**config.mk**
```make
export PLATFORM = sky130hd
export DESIGN_NAME = instr_prefetch_queue
export DESIGN_NICKNAME = d
export VERILOG_FILES = /design/src/rtl/instr_prefetch_queue.sv
export SDC_FILE = /design/constraint.sdc
export NUM_CORES = 1
export LEC_CHECK = 0
export ABC_AREA = 1
export BUFFER_PORTS_ARGS = -buffer_cell sky130_fd_sc_hd__buf_2
export CORE_ASPECT_RATIO = 1.25
export CORE_MARGIN = 8
export CORE_UTILIZATION = 51
export CTS_CLUSTER_SIZE = 10
export DETAILED_ROUTE_END_ITERATION = 6
export GPL_ROUTABILITY_DRIVEN = 0
export PLACE_DENSITY = 0.76
export SLEW_MARGIN = 25
export SYNTH_ARGS = -nofsm -noshare
export SYNTH_HDL_FRONTEND = slang
export SYNTH_SLANG_ARGS = --single-unit
```
**constraint.sdc**
```tcl
create_clock -name clk -period 1.8 [get_ports clk]
set_input_delay 0 -clock clk [delete_from_list [all_inputs] [get_ports clk]]
set_output_delay 0 -clock clk [all_outputs]
set_load 0.05 [all_outputs]
```
**src/rtl/instr_prefetch_queue.sv**
```systemverilog
// Instruction prefetch queue: owns the fetch PC, buffers {pc, instr} pairs read from a
// combinational ROM and presents the oldest to decode; a redirect flushes and reloads the PC.
module instr_prefetch_queue #(
    parameter int unsigned DEPTH   = 4,
    parameter int unsigned PC_W    = 10,
    parameter int unsigned INSTR_W = 10
) (
    input  logic                       clk,
    input  logic                       rst_n,
    input  logic                       halted,
    input  logic                       redirect,
    input  logic [PC_W-1:0]            redirect_pc,
    output logic [PC_W-1:0]            rom_addr,
    input  logic [INSTR_W-1:0]         rom_data,
    output logic                       out_valid,
    output logic [INSTR_W-1:0]         out_instr,
    output logic [PC_W-1:0]            out_pc,
    input  logic                       out_ready,
    output logic [$clog2(DEPTH+1)-1:0] occupancy
);
    localparam int unsigned PTR_W = $clog2(DEPTH);
    localparam int unsigned CNT_W = $clog2(DEPTH + 1);

    typedef struct packed {
        logic [PC_W-1:0]    pc;
        logic [INSTR_W-1:0] instr;
    } entry_t;

    entry_t           mem [DEPTH];
    logic [PC_W-1:0]  fetch_pc;
    logic [PTR_W-1:0] wr_ptr;
    logic [PTR_W-1:0] rd_ptr;
    logic [CNT_W-1:0] count;
    logic             push_c;
    logic             pop_c;
    entry_t           head_c;

    // A full queue may still accept a fetch when the head leaves in the same cycle.
    always_comb begin
        pop_c  = out_valid & out_ready;
        push_c = !redirect && !halted && ((count < CNT_W'(DEPTH)) || pop_c);
    end

    // Entry storage carries no reset; unread slots are masked by out_valid.
    always_ff @(posedge clk) begin
        if (push_c) begin
            mem[wr_ptr] <= '{pc: fetch_pc, instr: rom_data};
        end
    end

    // Redirect flush wins over any push/pop in the same cycle.
    always_ff @(posedge clk or negedge rst_n) begin
        if (!rst_n) begin
            fetch_pc <= '0;
            wr_ptr   <= '0;
            rd_ptr   <= '0;
            count    <= '0;
        end else if (redirect) begin
            fetch_pc <= redirect_pc;
            wr_ptr   <= '0;
            rd_ptr   <= '0;
            count    <= '0;
        end else begin
            if (push_c) begin
                wr_ptr   <= wr_ptr + PTR_W'(1);
                fetch_pc <= fetch_pc + PC_W'(1);
            end
            if (pop_c) begin
                rd_ptr <= rd_ptr + PTR_W'(1);
            end
            count <= count + CNT_W'(push_c) - CNT_W'(pop_c);
        end
    end

    assign head_c    = mem[rd_ptr];
    assign out_valid = (count != '0);
    assign out_instr = out_valid ? head_c.instr : '0;
    assign out_pc    = out_valid ? head_c.pc : '0;
    assign rom_addr  = fetch_pc;
    assign occupancy = count;

endmodule

```
**Yosys cells after proc, flatten, opt, wreduce, memory -nomap -nowiden**

Memories as Yosys holds them, arrays and structs flattened.
Index checks and enable logic that the tools add are counted.

- Register bits after elaboration: 17
- Memory bits (writable): 80
- Output and inout port bits: 34
- Memories kept: 1

Memory list:

| name | depth | width | read ports | clocked after memory_dff | write ports | RTL line | text |
|---|---|---|---|---|---|---|---|
| mem | 4 | 20 | 1 | 0 | 1 | 29 | `entry_t mem [DEPTH];` |

- Add/sub/neg operators: 5
- Order comparisons: 1
- Multiplexer cells: 11
- Bitwise operators: 1
- Reductions and logical operators: 8

Operators by type and width:

| cell | count |
|---|---|
| two-way mux 10 bit | 4 |
| adder 10 x 1 -> 10 bit, second input constant | 1 |
| two-way mux 2 bit | 4 |
| adder 2 x 1 -> 2 bit, second input constant | 2 |
| nonzero test 2 bit | 2 |
| adder 3 x 1 -> 3 bit | 1 |
| less-than comparator 3 bit, second input constant | 1 |
| two-way mux 3 bit | 1 |
| nonzero test 3 bit | 1 |
| subtractor 3 x 1 -> 3 bit | 1 |
| logical AND 1 bit | 2 |
| logical NOT 1 bit | 2 |
| two-way mux 1 bit | 2 |
| AND 1 bit | 1 |
| logical OR 1 bit | 1 |

**Longest topological paths before layout**

Gate-level depths: netlist of the first run.

- Depth after elaboration: 7
- Gate-level depth with buffers: 11

**Worst setup path before layout of the first run**

Ideal clock, no wire load.

- Kind: reg2reg
- From: register count[2] (netlist: occupancy[2])
- To: register count[2] (netlist: occupancy[2])
- Library setup time: 0.122 ns
- Arrival: 2.374 ns
- Data required time: 1.678 ns
- Slack: -0.696 ns
- Stages on the path, launching flop included: 12
- Path buffers: 0
- Clock period less this slack: 2.496 ns
- Path through: dfrtp_1 > nor2_1 > nand2_1 > nand2_1 > inv_1 > ha_1 > inv_1 > ha_1 > inv_1 > fa_1 > xor2_1 > nor2_1

- Word-level cells in the longest chain between the ends: 7
- Elaborated cells on any way between the ends: 8

RTL lines:

| item | RTL line | text |
|---|---|---|
| from (decl) | 33 | `logic [CNT_W-1:0] count;` |
| from (signal assigned) | 71 | `count <= count + CNT_W'(push_c) - CNT_W'(pop_c);` |
| nonzero test 3 bit (*) | 76 | `assign out_valid = (count != '0);` |
| net out_valid | 15 | `output logic out_valid,` |
| AND 1 bit (*) | 40 | `pop_c = out_valid & out_ready;` |
| logical OR 1 bit | 41 | `push_c = !redirect && !halted && ((count < CNT_W'(DEPTH)) \|\| pop_c);` |
| logical AND 1 bit | 41 |  |
| adder 3 x 1 -> 3 bit | 71 |  |
| subtractor 3 x 1 -> 3 bit (*) | 71 |  |
| two-way mux 3 bit (*) | 58 | `end else if (redirect) begin` |

The timed path passes the listed nets; every way through them passes the cells marked *.
A chain may end at the register's enable or synchronous reset.

**Worst setup path after layout of the first run**

- From: register count[1] (netlist: occupancy[1])
- To: register count[1] (netlist: occupancy[1])

- Word-level cells in the longest chain between the ends: 7
- Elaborated cells on any way between the ends: 8

RTL lines:

| item | RTL line |
|---|---|
| branches (longest 5 deep; another with less-than comparator 3 bit) | -- |
| subtractor 3 x 1 -> 3 bit (*) | 71 |
| two-way mux 3 bit (*) | 58 |

Mark *: on every way between the ends.

==> results.sh, run 1 <==
export IMPL_core_region_area_um2=8100
export IMPL_route_vias_total=3014
export IMPL_clock_sinks=97
export IMPL_htreeDepth=3
export IMPL_grt_total_usage=0.160
export IMPL_min_period_ns=1.79
export IMPL_p_leak_nw=2.14
export IMPL_netlist_cell_type_count=24
export IMPL_cts_root_buf="clkbuf_8"
export IMPL_die_h_um=117
export IMPL_met3_length_um=462
export IMPL_final_max_slew_violation_count=0
export IMPL_maxCapViolations=0
export IMPL_synthCells=385
export IMPL_start_util=0.516
export IMPL_yosysTopAreaCellShare=0.575
export IMPL_worstSetupPathType="flip-flop to flip-flop"
export IMPL_drt_wirelength_per_cell_um=15.0
export IMPL_slowest_delay_ns=0.51
export IMPL_overflow=0
export IMPL_design_area_um2=5320
export IMPL_finalSetupViolCount=0
export IMPL_diodes=0
export IMPL_critical_path_cell_chain="nor2_4, nand2_4, nand2_2, inv_2, ha_4, inv_2, ha_4, inv_2, fa_2, nor2_1"
export IMPL_synth_area_leaders="edfxtp_1, dfrtp_1, nor2_1"
export IMPL_yosys_register_bits=97
export IMPL_syn_area_per_cell_um2=10.9
export IMPL_rows=37
export IMPL_synth_edff_count=80
export IMPL_ir_drop_v=0.00117
export IMPL_rsz0062_at_grt="yes"
export IMPL_cts_buffers=9
export IMPL_final_hold_violation_count=0
export IMPL_worstPathArrival_ns=2.04
export IMPL_grt_max_degree=29
export IMPL_route_met2_wl_um=4340
export IMPL_area_delta_synth_final_pct=27.1
export IMPL_drt_iter0_drc=141
export IMPL_netlist_top_cells_count="nor2_1, edfxtp_1, nand2_1"
export IMPL_yosys_area_top_type="edfxtp_1"
export IMPL_hold_worst_slack_ns=0.0114
export IMPL_ioPinCount=59
export IMPL_crit_buf_inv=3
export IMPL_drive_above_1_share=0.293
export IMPL_grt_pass1_wl_um=14500
export IMPL_io_buffers=58
export IMPL_cp_start_kind="flip-flop"
export IMPL_design_die_area_um2=11400
export IMPL_tritoncts="built"
export IMPL_synthFlopType="edfxtp_1"
export IMPL_p_per_area_nw_per_um2=1400
export IMPL_via_per_inst=5.15
export IMPL_nets=516
export IMPL_hpwl_um=5880
export IMPL_worstHoldPathType="input pin to flip-flop"
export IMPL_async_flop_share=0.175
export IMPL_max_slew_worst_pin_slew_ns=0.421
export IMPL_wl_met1_um=3860
export IMPL_clock_path_buffers=2
export IMPL_placed_cell_area_um2=4840
export IMPL_crit_required_ns=2.05
export IMPL_status="finished clean"
export IMPL_clk_pin_slew_worst_paths_ns=0.09
export IMPL_final_antenna_net_count=0
export IMPL_syn_area_um2=4180
export IMPL_syn_num_nets=418
export IMPL_maxSlewHeadroom=0.719
export IMPL_clk_insertion_delay_late_ns=0.36
export IMPL_wl_um=8790
export IMPL_critPathCaptureType="flip-flop"
export IMPL_cpLargestDelayFamily="adder cells"
export IMPL_drc=0
export IMPL_yosysSeqAreaShare=0.676
export IMPL_fmax_ghz=0.557
export IMPL_antenna_found_initial=0
export IMPL_fin_crit_sh=0.997
export IMPL_die_w_um=97.0
export IMPL_first_pass_iters=4
export IMPL_clock_skew_ns=0.00956
export IMPL_slowest_stage="fa_2"
export IMPL_fillerInstances=586
export IMPL_grt_pass1_vias=3076
export IMPL_highest_layer="met4"
export IMPL_yosysWarnings=0
export IMPL_crit_top_cell="inv_2"
export IMPL_synth_most_common_cell="nor2_1"
export IMPL_crit_path_max_fanout=2
[cell type report]
class | instances | area (um^2) | area share
clock buffers | 9 | 124 | 0.0233
clock inverters | 7 | 61.3 | 0.0115
inverters | 28 | 108 | 0.0202
multi-input cells | 243 | 1280 | 0.241
repair buffers | 104 | 788 | 0.148
well taps | 97 | 121 | 0.0228
flip-flops and latches | 97 | 2830 | 0.533
[kinds of logic after synthesis]
group | after synthesis | share of synthesized area
buf+inv | 45 | 0.0488
simple gates | 160 | 0.151
fa+ha+maj | 8 | 0.0257
compound gates | 70 | 0.0883
flops | 97 | 0.676
xor+xnor | 5 | 0.0105
[registers in the layout (all words and copies together) (netlist names)]
register	count
mem	80
occupancy	3
rd_ptr	2
rom_addr	10
wr_ptr	2
[path summary, 6_finish.rpt]
path	from	to	slack [ns]	cells past startpoint
worst max register to register	occupancy[1]	occupancy[1]	0.006	10
worst min-delay path	redirect	occupancy[1]	0.01	3
worst min register to register	rom_addr[1]	mem[1][11]	0.62	1
worst max-delay path	occupancy[1]	occupancy[1]	0.006	10
max in group asynchronous	rst_n	occupancy[0]	1.37	2
min in group asynchronous	rst_n	rom_addr[8]	0.10	2
[cells in the final DEF, fill, tap and decap left out, drive strengths merged]
cell type	Yosys	routed
a21oi	23	23
buf	12	75
clkbuf	5	16
clkinv	0	3
dfrtp	17	17
dlygate4sd3	0	22
edfxtp	80	80
fa	1	1
ha	7	7
inv	28	32
nand2	46	46
nand3	17	17
nor2	97	97
o21ai	45	45
o21bai	1	1
o22ai	1	1
xnor2	2	2
xor2	3	3
[per-stage QoR]
stage | utilization | std cells | power (mW) | worst slack (ns) | setup TNS, ns
5_1_grt | 0.656 | 585 | 7.82 | -0.0435 | -0.0753
2_1_floorplan | - | 385 | 5.20 | -0.321 | -26.13
3_5_place_dp | 0.598 | 543 | 6.04 | 0.00640 | 0
6_report | 0.656 | 585 | 7.42 | 0.00572 | 0
3_3_place_gp | 0.598 | 543 | 5.98 | 0.0387 | 0
4_1_cts | 0.650 | 583 | 7.39 | 0.000370 | 0
[metal layers]
| layer | global-route usage | vias up |
|---|---|---|
| li1 | - | 1493 |
| met3 | 0.0423 | 10 |
| met2 | 0.278 | 85 |
| met1 | 0.187 | 1426 |
| met5 | 0 | - |
| met4 | 0.0606 | 0 |
[worst min-delay path: stages]
cell	delay, ns
buf_2	0.09
buf_4	0.18
nor2_1	0.06
[where the power goes]
group	internal (mW)	leakage, nW	switching (mW)
Clock	0.532	0.0957	0.771
Sequential	2.63	0.932	0.141
Combinational	1.01	1.11	2.34
[repair_timing]
| item | in CTS | in global routing |
|---|---|---|
| endpoints found under the hold margin | 69 | 0 |
| cloned | 0 | 0 |
| hold buffers | 22 | 0 |
| gates resized for setup | 2 | 13 |
| setup buffers | 2 | 2 |
| pin swaps | 2 | 1 |
| setup endpoints to repair | 4 | 21 |
Power figures use the tool's default switching activity.
==> run 2, diff against run 1 <==
--- a/config.mk
+++ b/config.mk
@@ -9,11 +9,10 @@
 export BUFFER_PORTS_ARGS = -buffer_cell sky130_fd_sc_hd__buf_2
 export CORE_ASPECT_RATIO = 1.25
 export CORE_MARGIN = 8
-export CORE_UTILIZATION = 51
+export CORE_UTILIZATION = 57
 export CTS_CLUSTER_SIZE = 10
 export DETAILED_ROUTE_END_ITERATION = 6
-export GPL_ROUTABILITY_DRIVEN = 0
-export PLACE_DENSITY = 0.76
+export PLACE_DENSITY = 0.8
 export SLEW_MARGIN = 25
 export SYNTH_ARGS = -nofsm -noshare
 export SYNTH_HDL_FRONTEND = slang
==> constraint.sdc (replaced) <==
create_clock -name clk -period 1.85 [get_ports clk]
set_input_delay 0 -clock clk [delete_from_list [all_inputs] [get_ports clk]]
set_output_delay 0 -clock clk [all_outputs]
set_load 0.05 [all_outputs]
==> run 2 against run 1 <==
  * Sequential share of layout area is 1.1 points higher
  * Clock-buffer cell count up 1
  * Wire length up 3.3%
  * Non-clock buffer count decreased by 5
  * Largest cell class unchanged
  * Highest routed layer unchanged
==> results.sh, run 2 (synthesized netlist as in run 1, its figures left out) <==
export IMPL_fmax_ghz=0.543
export IMPL_diodes=0
export IMPL_largest_reg_flops=80
export IMPL_rsz0062_at_grt="yes"
export IMPL_clock_path_buffers=2
export IMPL_power_total_mw=6.97
export IMPL_overflow=0
export IMPL_worstRegToRegCells=10
export IMPL_route_vias_total=2986
export IMPL_cp_start_kind="flip-flop"
export IMPL_status="finished clean"
export IMPL_start_util=0.579
export IMPL_mostFrequentLayoutCell="nor2_1"
export IMPL_regMostFlops="mem"
export IMPL_min_to="occupancy[1]"
export IMPL_final_hold_violation_count=0
export IMPL_clock_skew_ns=0.00735
export IMPL_final_cell_mix="nor2_1, edfxtp_1, buf_2"
export IMPL_placed_cell_area_um2=4760
export IMPL_min_period_ns=1.84
export IMPL_fin_setup_tns_ns=0
export IMPL_worstHoldPathType="input pin to flip-flop"
export IMPL_fillerInstances=518
export IMPL_final_antenna_net_count=0
export IMPL_p_per_area_nw_per_um2=1340
export IMPL_crit_required_ns=2.09
export IMPL_via_per_inst=5.19
export IMPL_maxCapViolations=0
export IMPL_p_leak_nw=2.09
export IMPL_grt_pass1_wl_um=14800
export IMPL_area_delta_synth_final_pct=24.4
export IMPL_worstSetupPathType="flip-flop to flip-flop"
export IMPL_hold_path_startpoint="redirect"
export IMPL_place_inst=535
export IMPL_design_area_um2=5200
export IMPL_fin_cells=575
export IMPL_htreeDepth=3
export IMPL_grt_max_degree=21
export IMPL_gp_routability_congestion=0.823
export IMPL_critPathCaptureType="flip-flop"
export IMPL_tritoncts="built"
export IMPL_clock_sinks=97
export IMPL_drt_iter0_drc=146
export IMPL_grt_pass1_vias=3095
export IMPL_finalSetupViolCount=0
export IMPL_cts_root_buf="clkbuf_8"
export IMPL_max_slew_worst_pin_slew_ns=0.407
export IMPL_maxSlewHeadroom=0.729
export IMPL_ir_drop_v=0.00122
export IMPL_crit_path_max_fanout=4
export IMPL_rows=35
export IMPL_clk_insertion_delay_late_ns=0.35
export IMPL_fin_crit_sh=0.995
export IMPL_wl_um=9080
export IMPL_antenna_found_initial=0
export IMPL_ioPinCount=59
export IMPL_drive_above_1_share=0.259
export IMPL_hold_worst_slack_ns=0.0253
export IMPL_worstPathArrival_ns=2.08
export IMPL_drc=0
export IMPL_io_buffers=58
export IMPL_reg2reg_from="occupancy[2]"
export IMPL_final_max_slew_violation_count=0
export IMPL_whs_path_depth=3
export IMPL_regToRegEndpoint="occupancy[1]"
export IMPL_die_w_um=92.6
export IMPL_core_region_area_um2=7230
export IMPL_nets=511
export IMPL_hpwl_um=5900
export IMPL_design_die_area_um2=10400
export IMPL_clk_pin_slew_worst_paths_ns=0.08
export IMPL_rrSetupSlack_ns=0.01
export IMPL_grt_total_usage=0.183
export IMPL_die_h_um=112
export IMPL_drt_wirelength_per_cell_um=15.8
export IMPL_first_pass_iters=4
export IMPL_critPathLaunch="occupancy[2]"
export IMPL_cts_buffers=9
run 2: area by class of cell:
type | count | area (um^2) | area share
sequential | 97 | 2830 | 0.544
multi-input combinational | 243 | 1250 | 0.241
timing repair buffer | 99 | 726 | 0.139
clock buffer | 10 | 128 | 0.0245
tap | 92 | 115 | 0.0221
inverter | 28 | 113 | 0.0216
clock inverter | 6 | 35.0 | 0.00673
run 2: power by group:
| group | switching (mW) | leakage (nW) | internal (mW) |
|---|---|---|---|
| logic | 2.24 | 1.08 | 0.868 |
| registers | 0.152 | 0.934 | 2.56 |
| clock network | 0.670 | 0.0750 | 0.477 |
run 2: worst max-delay path by stage:
stage,to,slack [ns],cells after the start
finish,occupancy[1],0.01,10
global route,occupancy[1],-0.04,10
CTS,occupancy[2],0.002,11
detailed placement,occupancy[2],0.02,11
global placement,occupancy[1],0.08,10
floorplan,mem[0][0],-0.27,4
run 2: worst max-delay path, cell delays in order (launching register included):
cell,delay [ns]
dfrtp_2,0.45
nor2_4,0.14
nand2_4,0.07
nand2_4,0.07
inv_4,0.04
ha_4,0.20
inv_2,0.06
ha_4,0.12
inv_2,0.03
fa_2,0.52
nor2_1,0.04
run 2: metal layers:
| layer | track usage | vias to the layer above | routed length, um |
|---|---|---|---|
| met1 | 0.204 | 1399 | 3570 |
| met2 | 0.319 | 91 | 4880 |
| met3 | 0.0458 | 10 | 519 |
| li1 | - | 1486 | - |
| met5 | 0 | - | 0 |
| met4 | 0.0808 | 0 | 114 |
run 2: through the flow:
stage / worst slack (ns) / utilization
2_1_floorplan: -0.271 / -
3_3_place_gp: 0.0795 / 0.659
3_5_place_dp: 0.0195 / 0.659
4_1_cts: 0.00235 / 0.712
5_1_grt: -0.0354 / 0.720
6_report: 0.00974 / 0.720
run 2: repair_timing:
item / 4_1_cts / 5_1_grt
gates resized for setup: 1 / 16
setup buffers: 0 / 2
hold buffers: 22 / 0
setup endpoints to repair: 2 / 12
hold endpoints to repair: 68 / 0
pin swaps: 0 / 3
==> run 3, diff against run 2 <==
--- a/config.mk
+++ b/config.mk
@@ -12,7 +12,7 @@
 export CORE_UTILIZATION = 57
 export CTS_CLUSTER_SIZE = 10
 export DETAILED_ROUTE_END_ITERATION = 6
-export PLACE_DENSITY = 0.8
+export PLACE_DENSITY = 0.79
 export SLEW_MARGIN = 25
 export SYNTH_ARGS = -nofsm -noshare
 export SYNTH_HDL_FRONTEND = slang
==> run 3 against run 2 <==
  * Core utilization about the same
  * Non-clock buffer count shrank 2
  * Sequential power barely moved
  * Largest cell class unchanged
  * Largest power group unchanged
==> results.sh, run 3 (synthesized netlist as in run 1, its figures left out) <==
export IMPL_antenna_found_initial=0
export IMPL_grt_total_usage=0.179
export IMPL_design_die_area_um2=10400
export IMPL_crit_required_ns=2.09
export IMPL_seqPwrFrac=0.381
export IMPL_place_ws_ns=0.0199
export IMPL_first_pass_iters=4
export IMPL_die_w_um=92.6
export IMPL_htreeDepth=3
export IMPL_hpwl_um=5660
export IMPL_diodes=0
export IMPL_cp_start_kind="flip-flop"
export IMPL_ir_drop_v=0.00110
export IMPL_worst_slack_ns=0.00973
export IMPL_gp_routability_congestion=0.784
export IMPL_final_antenna_net_count=0
export IMPL_drc=0
export IMPL_overflow=0
export IMPL_p_clk_frac=0.195
export IMPL_mostFrequentLayoutCell="nor2_1"
export IMPL_rsz0062_at_grt="yes"
export IMPL_ioPinCount=59
export IMPL_area_delta_synth_final_pct=24.4
export IMPL_finalSetupViolCount=0
export IMPL_p_int_mw=4.03
export IMPL_grt_pass1_vias=3037
export IMPL_power_switching_mw=3.10
export IMPL_clock_sinks=97
export IMPL_wl_met1_um=3580
export IMPL_critPathCaptureType="flip-flop"
export IMPL_met3_length_um=530
export IMPL_maxSlewHeadroom=0.730
export IMPL_p_leak_nw=2.10
export IMPL_drt_wirelength_per_cell_um=15.4
export IMPL_fin_crit_sh=0.995
export IMPL_route_vias_total=2990
export IMPL_die_h_um=112
export IMPL_p_per_area_nw_per_um2=1370
export IMPL_max_slew_worst_pin_slew_ns=0.405
export IMPL_combPwrFrac=0.424
export IMPL_fin_util=0.720
export IMPL_worstPathArrival_ns=2.08
export IMPL_drt_iter0_drc=131
export IMPL_final_hold_violation_count=0
export IMPL_clk_pin_slew_worst_paths_ns=0.09
export IMPL_clock_path_buffers=2
export IMPL_nets=509
export IMPL_largest_reg_flops=80
export IMPL_worstSetupPathType="flip-flop to flip-flop"
export IMPL_status="finished clean"
export IMPL_power_total_mw=7.13
export IMPL_switching_share=0.434
export IMPL_highest_layer="met4"
export IMPL_final_max_slew_violation_count=0
export IMPL_clk_insertion_delay_late_ns=0.36
export IMPL_final_cell_mix="nor2_1, edfxtp_1, buf_2"
export IMPL_cts_root_buf="clkbuf_8"
export IMPL_maxCapViolations=0
export IMPL_drive_above_1_share=0.264
export IMPL_via_per_inst=5.22
export IMPL_tritoncts="built"
export IMPL_crit_path_max_fanout=3
export IMPL_core_region_area_um2=7230
export IMPL_io_buffers=58
export IMPL_route_met2_wl_um=4520
export IMPL_grt_pass1_wl_um=14500
export IMPL_clock_skew_ns=0.0107
export IMPL_fmax_ghz=0.543
export IMPL_regMostFlops="mem"
export IMPL_worstHoldPathType="input pin to flip-flop"
export IMPL_min_period_ns=1.84
export IMPL_cts_buffers=9
export IMPL_grt_max_degree=27
export IMPL_start_util=0.579
export IMPL_rows=35
export IMPL_wl_um=8810
-- run 3: cell count changes in the layout (fill, tap and decap cells not counted), sizes merged --
cell         before  now
buf              70   75
bufinv            0    1
dlygate4sd3      22   21
clkbuf           17   10
inv              27   31
clkinv            5    1
-- run 3: critical path, stage by stage, from the launching register on --
cell	delay, ns
dfrtp_2	0.45
nor2_4	0.13
nand2_4	0.06
nand2_2	0.07
inv_2	0.06
ha_4	0.21
inv_2	0.06
ha_4	0.12
inv_2	0.03
fa_2	0.51
nor2_1	0.04
-- run 3: layout make-up --
cell class / instances / area (um^2)
tap: 92 / 115
timing repair buffer: 97 / 696
sequential: 97 / 2830
clock buffer: 9 / 124
inverter: 28 / 108
multi-input combinational: 243 / 1240
clock inverter: 7 / 85.1
fill: 488 / 2020
-- run 3: what timing repair did --
item,CTS,global route
buffers inserted,0,3
hold endpoints to repair,67,0
hold buffers,21,0
resized for setup,0,5
setup endpoints to repair,0,14
-- run 3: power by group through the flow --
| stage | clock [mW] | combinational [mW] | sequential [mW] |
|---|---|---|---|
| after floorplan | 0 | 2.06 | 2.92 |
| after global placement | 0 | 2.89 | 2.74 |
| after detailed placement | 0 | 2.95 | 2.76 |
| after CTS | 1.42 | 2.99 | 2.71 |
| after global routing | 1.50 | 3.26 | 2.74 |
| final | 1.39 | 3.02 | 2.72 |
-- run 3: per-stage QoR --
stage          hold slack [ns]  std cells  instance area, um^2  TNS (ns)
2_1_floorplan           -0.296        385                 4270    -22.03
3_3_place_gp           -0.0540        533                 4750         0
3_5_place_dp           -0.0472        533                 4750         0
4_1_cts                0.00755        570                 5170         0
5_1_grt                 0.0184        573                 5200   -0.0713
6_report                0.0277        573                 5200         0
-- run 3: final timing paths --
check,from,to,slack (ns),cells past startpoint
max in group asynchronous,rst_n,occupancy[1],1.43,2
min,redirect,occupancy[0],0.03,3
min reg2reg,rd_ptr[1],rd_ptr[1],0.61,2
max,occupancy[2],occupancy[1],0.01,10
max reg2reg,occupancy[2],occupancy[1],0.01,10
min in group asynchronous,rst_n,rom_addr[8],0.09,2
-- run 3: per-layer routing --
layer	global-route usage	vias up
li1	-	1476
met1	0.205	1410
met2	0.299	89
met3	0.0518	15
met4	0.0884	0
met5	0	-
